### src/rtl/sprite_rom_arbiter.sv
// Round-robin arbiter sharing one sprite ROM read port among NUM_REQ renderers.
// A one-hot tag pipeline follows each grant so returned data is steered to its owner.
module sprite_rom_arbiter #(
  parameter int NUM_REQ     = 4,
  parameter int ADDR_WIDTH  = 12,
  parameter int DATA_WIDTH  = 12,
  parameter int RAM_LATENCY = 2
) (
  input  logic                          clk_in,
  input  logic                          rst_in,
  input  logic [NUM_REQ-1:0]            req_in,
  input  logic [NUM_REQ*ADDR_WIDTH-1:0] addr_in,
  output logic [NUM_REQ-1:0]            grant_out,
  output logic [ADDR_WIDTH-1:0]         ram_addr_out,
  input  logic [DATA_WIDTH-1:0]         ram_data_in,
  output logic [DATA_WIDTH-1:0]         data_out,
  output logic [NUM_REQ-1:0]            valid_out,
  output logic                          busy_out
);

  localparam int PTR_W = (NUM_REQ > 1) ? $clog2(NUM_REQ) : 1;
  localparam int DEPTH = RAM_LATENCY + 1;

  logic [PTR_W-1:0]      ptr_q, ptr_d;
  logic [PTR_W-1:0]      gidx;
  logic                  accept;
  logic [ADDR_WIDTH-1:0] ram_addr_q, ram_addr_d;
  logic [DATA_WIDTH-1:0] data_q, data_d;
  logic [NUM_REQ-1:0]    valid_q, valid_d;
  logic [NUM_REQ-1:0]    tag_q [DEPTH];
  int                    idx;

  // Search starts at ptr and wraps; the first requesting index wins.
  always_comb begin
    grant_out = '0;
    gidx      = '0;
    accept    = 1'b0;
    idx       = 0;
    for (int k = 0; k < NUM_REQ; k++) begin
      idx = int'(ptr_q) + k;
      if (idx >= NUM_REQ) idx = idx - NUM_REQ;
      if (!accept && req_in[idx]) begin
        grant_out[idx] = 1'b1;
        gidx           = PTR_W'(idx);
        accept         = 1'b1;
      end
    end
    if (!rst_in) begin
      grant_out = '0;
      accept    = 1'b0;
    end
  end

  always_comb begin
    ptr_d      = ptr_q;
    ram_addr_d = ram_addr_q;
    if (accept) begin
      ptr_d      = (gidx == PTR_W'(NUM_REQ - 1)) ? '0 : gidx + 1'b1;
      ram_addr_d = addr_in[gidx*ADDR_WIDTH +: ADDR_WIDTH];
    end
  end

  // Data is captured only when the oldest tag is live; otherwise the bus holds.
  always_comb begin
    data_d  = data_q;
    valid_d = tag_q[DEPTH-1];
    if (|tag_q[DEPTH-1]) data_d = ram_data_in;
  end

  always_ff @(posedge clk_in) begin
    if (!rst_in) begin
      ptr_q      <= '0;
      ram_addr_q <= '0;
      data_q     <= '0;
      valid_q    <= '0;
      for (int i = 0; i < DEPTH; i++) tag_q[i] <= '0;
    end else begin
      ptr_q      <= ptr_d;
      ram_addr_q <= ram_addr_d;
      data_q     <= data_d;
      valid_q    <= valid_d;
      tag_q[0]   <= grant_out & req_in;
      for (int i = 1; i < DEPTH; i++) tag_q[i] <= tag_q[i-1];
    end
  end

  always_comb begin
    busy_out = 1'b0;
    for (int i = 0; i < DEPTH; i++) busy_out = busy_out | (|tag_q[i]);
  end

  assign ram_addr_out = ram_addr_q;
  assign data_out     = data_q;
  assign valid_out    = valid_q;

endmodule

### config.mk
export PLATFORM = sky130hd
export DESIGN_NAME = sprite_rom_arbiter
export DESIGN_NICKNAME = d
export VERILOG_FILES = /design/src/rtl/sprite_rom_arbiter.sv
export SDC_FILE = /design/constraint.sdc
export NUM_CORES = 1
export LEC_CHECK = 0
export CELL_PAD_IN_SITES_DETAIL_PLACEMENT = 0
export CELL_PAD_IN_SITES_GLOBAL_PLACEMENT = 1
export CORE_MARGIN = 2
export CORE_UTILIZATION = 34
export DETAILED_ROUTE_END_ITERATION = 10
export PLACE_DENSITY_LB_ADDON = 0.1
export SLEW_MARGIN = 20
export SYNTH_ARGS = -nofsm -noshare
export SYNTH_HDL_FRONTEND = slang
export SYNTH_SLANG_ARGS = --single-unit
### constraint.sdc
create_clock -name clk_in -period 9.9 [get_ports clk_in]
set_clock_uncertainty 0.1 [all_clocks]
set_input_delay 2.475 -clock clk_in [delete_from_list [all_inputs] [get_ports clk_in]]
set_output_delay 2.475 -clock clk_in [all_outputs]
set_load 0.01 [all_outputs]
# Word level (Yosys, flattened, before mapping)
# Memories as Yosys holds them, arrays and structs flattened.
# Cells that the tools add are included.
[totals]
ram_bits = 12
out_inout_bits = 33
input_bits = 66
mem_count = 1
latchBits = 0
romBits = 0
reg_bits = 30
elab_cells = 94
[classes]
n_lt_le_gt_ge = 12
muxes = 44
n_mul = 1
div_mod_pow = 0
n_shift = 1
n_addsub = 8
eq_ne = 1
reduce_logical = 13
bitwise_logic = 9
[mem_list]
columns = ["memory", "words", "word_bits", "rd", "rd_clocked_by_memory_dff", "wr", "line", "source"]
rows = [
  ["tag_q", 3, 4, 3, 0, 3, "30", "logic [NUM_REQ-1:0] tag_q [DEPTH];"],
]
[ops]
columns = ["cell", "n"]
rows = [
  ["32-bit by 1-bit greater-or-equal comparator with 1-bit output (second input constant)", 4],
  ["32-bit by 4-bit less-than comparator with 1-bit output (second input constant)", 4],
  ["32-bit 2-to-1 mux", 4],
  ["48-bit by 7-bit variable part select with 12-bit output", 1],
  ["4-bit 2-to-1 mux", 8],
  ["1-bit 2-to-1 mux", 19],
  ["4-bit OR", 3],
  ["4-bit OR reduction", 3],
  ["3-bit by 3-bit subtractor with 4-bit output (second input constant)", 3],
  ["2-bit 2-to-1 mux", 5],
  ["3-bit greater-or-equal comparator (second input constant)", 3],
  ["1-bit binary-select mux with 2-bit select", 4],
  ["1-bit demux with 2-bit select", 4],
  ["1-bit logical AND", 7],
  ["2-bit by 2-bit adder with 3-bit output (second input constant)", 2],
  ["1-bit OR", 5],
  ["4-bit bitwise AND", 1],
  ["2-bit by 2-bit multiplier with 4-bit output (second input constant)", 1],
  ["2-bit by 3-bit subtractor with 4-bit output (second input constant)", 1],
  ["2-bit by 1-bit adder with 3-bit output (second input constant)", 1],
  ["2-bit by 3-bit greater-or-equal comparator with 1-bit output (second input constant)", 1],
  ["1-bit logical NOT", 3],
  ["2-bit by 1-bit adder with 2-bit output (second input constant)", 1],
  ["2-bit equality test (second input constant)", 1],
]

# Logic depth before layout (Yosys ltp)
[logic_depth]
ltp_word = 18
depth_mapped = 12
mapped_depth_nobuf = 8

# Worst setup path before layout
# OpenSTA, ideal clock, no wires.
[synth_path]
path_type = "input port to output port"
startpoint = "in req_in[0]"
endpoint = "out grant_out[0]"
arrival_ns = 3.831
path_stages = 6
path_slack_ns = 3.494
t_required_ns = 7.325
path_buffers = 1
path_cell_list = "buf_2 > or3b_1 > a2111o_1 > nand3_4 > a22o_1 > o21a_1"
[synth_via]
elab_chain_len = 14
elab_cells_between_ends = 29
cone_classes = "mux (20); bitwise (3); reduce/logical (6)"
[synth_lines]
columns = ["item", "line", "source"]
rows = [
  ["start: declaration", "11", "input logic [NUM_REQ-1:0] req_in,"],
  ["1-bit binary-select mux with 2-bit select", "42", "if (!accept && req_in[idx]) begin"],
  ["1-bit 2-to-1 mux (implied by the code) (2 in a row)", "42", ""],
  ["1-bit 2-to-1 mux", "42", ""],
  ["1-bit logical NOT", "42", ""],
  ["1-bit logical AND", "42", ""],
  ["1-bit 2-to-1 mux", "42", ""],
  ["1-bit logical NOT", "42", ""],
  ["1-bit logical AND", "42", ""],
  ["1-bit 2-to-1 mux", "42", ""],
  ["1-bit logical NOT", "42", ""],
  ["1-bit logical AND", "42", ""],
  ["4-bit 2-to-1 mux *", "42", ""],
  ["4-bit 2-to-1 mux *", "48", "if (!rst_in) begin"],
  ["end: declaration", "13", "output logic [NUM_REQ-1:0] grant_out,"],
]
# Mark *: on every way between the ends. The rest lies on a longest branch, timed or not. The select of a mux whose other input is x is not followed.

# Worst setup path after layout
[layout_path]
startpoint = "in req_in[2]"
endpoint = "out grant_out[2]"
# The elaborated chain is that of the path after synthesis.

==> impl_metrics.toml <==
[outcome]
status = "finished, final reports clean"

[synthesis]
synth_warnings = 0
netlist-cell-type-count = 48
synth.avg_cell_area_sq_um = 9.04
ys_seq_area_frac = 0.343
syn_nets = 341
syn_area_sq_um = 2450
synthFlopType = "dfxtp_1"
synthCells = 271
netlist.area_leader.share = 0.343
synthArstFlopShare = 0
yosysTopAreaCell = "dfxtp_1"
yosys-top-cells-area = "dfxtp_1, nand2_1, a211oi_1"
synth_edf_count = 0
synth-seq-cells = 42

[pwr]
pwr-share-seq = 0.286
power.static_leakage_nw = 1.36
p_sw_frac = 0.411
p_sw_mw = 0.332
power.density_nw_per_um2 = 231
p_int_mw = 0.475
total_power_mw = 0.807
vdd_drop_max_uv = 173
pwr-share-clk = 0.138
comb_power_share = 0.576

[global_routing]
antenna_found_initial = 0
grt_remaining_overflow = 0
grt_usage = 0.175
grt_pass1_vias = 2144
grt_max_degree = 32
grt_pass1_wl_um = 10700

[final_layout]
final.fill_count = 649
area_growth_pct = 42.7
drive_gt1_frac = 0.0761
antenna_cells = 0
nets = 424
mostFrequentLayoutCells = "clkdlybuf4s50_1, nand2_1, dfxtp_1"
final_common_cell = "clkdlybuf4s50_1"

[timing]
fin_crit_sh = 0.769
tns_ns = 0
setup-violations-final = 0
hold_viol_final = 0
fin_ws_ns = 2.29
slew_headroom = 0.276
maxSlewViolCount = 0
rsz0062_at_grt = "no"
hold_slack_ns = 0.353
fmax_ghz = 0.131
period_needed_ns = 7.61
worst_pin_slew_ns = 1.08

[cts]
clock-sinks = 42
clock_latency_ns = 0.29
cts-root-buf = "clkbuf_8"
path_clk_slew_ns = 0.08
post_cts_resized = 0
cts_tree = "done"
cts_buffers = 5
ctsLongestPathBuffers = 2
postCtsHoldBufs = 0
cts_setup_buffers = 0
htree_levels = 2

[worst_hold_path]
hp-class = "register to register"

[setup_path]
crit_required_ns = 7.33
cp-end-kind = "output pin"
arrival_ns = 5.04
startpoint_type = "input pin"
path_max_fanout = 17
path_class = "input pin to output pin"

[floorplan]
dieHeight_um = 88.9
start_util = 0.356
row_count = 30
fp.dieW_um = 88.9
coreArea_sq_um = 6870
io_pins = 99
die-area_sq_um = 7900

[run]
cap_viol_max_count = 0

[detailed_routing]
first_pass_iters = 5
ant_nets = 0
wl_um = 6770
drc = 0
avgRoutedWirePerCell_um = 15.0
vias = 2301
drt-initial-drc-count = 86
drt-vias-per-instance = 5.10

[placement]
dp_slack_ns = 2.30
gp_congestion = 0.753
io_buffers = 98
hpwl_um = 4790
-- power by group through the flow --
stage | Combinational (mW) | Sequential [mW] | Clock, mW
2_1_floorplan | 0.336 | 0.238 | 0
3_3_place_gp | 0.465 | 0.235 | 0
3_5_place_dp | 0.465 | 0.236 | 0
4_1_cts | 0.466 | 0.231 | 0.117
5_1_grt | 0.508 | 0.237 | 0.125
6_report | 0.465 | 0.231 | 0.111
-- sequential cells by signal, indices dropped and copies added (netlist names) --
register      cells
data_out         12
ram_addr_out     12
ptr_q             2
tag_q            12
valid_out         4
-- path summary, 6_finish.rpt --
kind / startpoint / end / slack, ns / cells after the start
hold / removal: ram_addr_out[11]$_SDFFE_PN0P_ / ram_addr_out[11]$_SDFFE_PN0P_ / 0.35 / 2
hold reg to reg: ram_addr_out[11]$_SDFFE_PN0P_ / ram_addr_out[11]$_SDFFE_PN0P_ / 0.35 / 2
setup reg to reg: ptr_q[0]$_SDFFE_PN0P_ / ram_addr_out[1]$_SDFFE_PN0P_ / 6.28 / 8
setup / recovery: req_in[2] / grant_out[2] / 2.29 / 7
-- Yosys cell counts, types with 2 or more instances --
cell,count
o21ai_1,2
nor4_1,3
o31ai_1,11
nand2_1,51
and2_1,18
ha_1,4
xnor2_1,2
inv_1,2
o211a_1,12
or3b_1,2
a211oi_1,22
a211oi_2,2
a22oi_1,4
o21a_1,5
a22o_1,4
dfxtp_1,42
nand3b_1,2
buf_6,6
nor2_1,9
o21ai_4,2
buf_2,7
a21boi_0,12
a21o_1,2
mux4_2,3
clkbuf_1,8
a21oi_1,12
-- final cells by class --
type	instances	area (sq um)	share of cell area
Clock buffer	5	68.8	0.0197
Clock inverter	3	21.3	0.00609
Inverter	2	7.51	0.00215
Multi-Input combinational cell	204	1450	0.414
Sequential cell	42	841	0.241
Tap cell	96	120	0.0344
Timing Repair Buffer	99	988	0.283
-- layer usage --
layer	track usage	vias to the layer above	wire [um]
li1	-	1152	-
met1	0.239	1063	3070
met2	0.275	77	3180
met3	0.0336	9	374
met4	0.0592	0	138
met5	0	-	0
-- cell families after synthesis --
kind of cell    share of synthesized area
flops                               0.343
xor+xnor                          0.00716
mux                                0.0363
compound gates                      0.328
fa+ha+maj                          0.0204
buf+inv                            0.0685
simple gates                        0.196
-- critical path, cell delays in order --
cell,delay (ns)
clkdlybuf4s50_1,0.63
or3b_1,0.39
a2111o_1,0.43
nand3_4,0.25
a22o_1,0.19
o21a_1,0.13
clkdlybuf4s50_1,0.55
-- metrics by stage --
stage / instances / cell area (sq um) / util
detailed placement: 443 / 3400 / 0.495
global route: 451 / 3490 / 0.509
CTS: 451 / 3490 / 0.509
floorplan: 271 / 2450 / -
global placement: 443 / 3400 / 0.495
finish: 451 / 3490 / 0.509
Power figures use the tool's default switching activity.
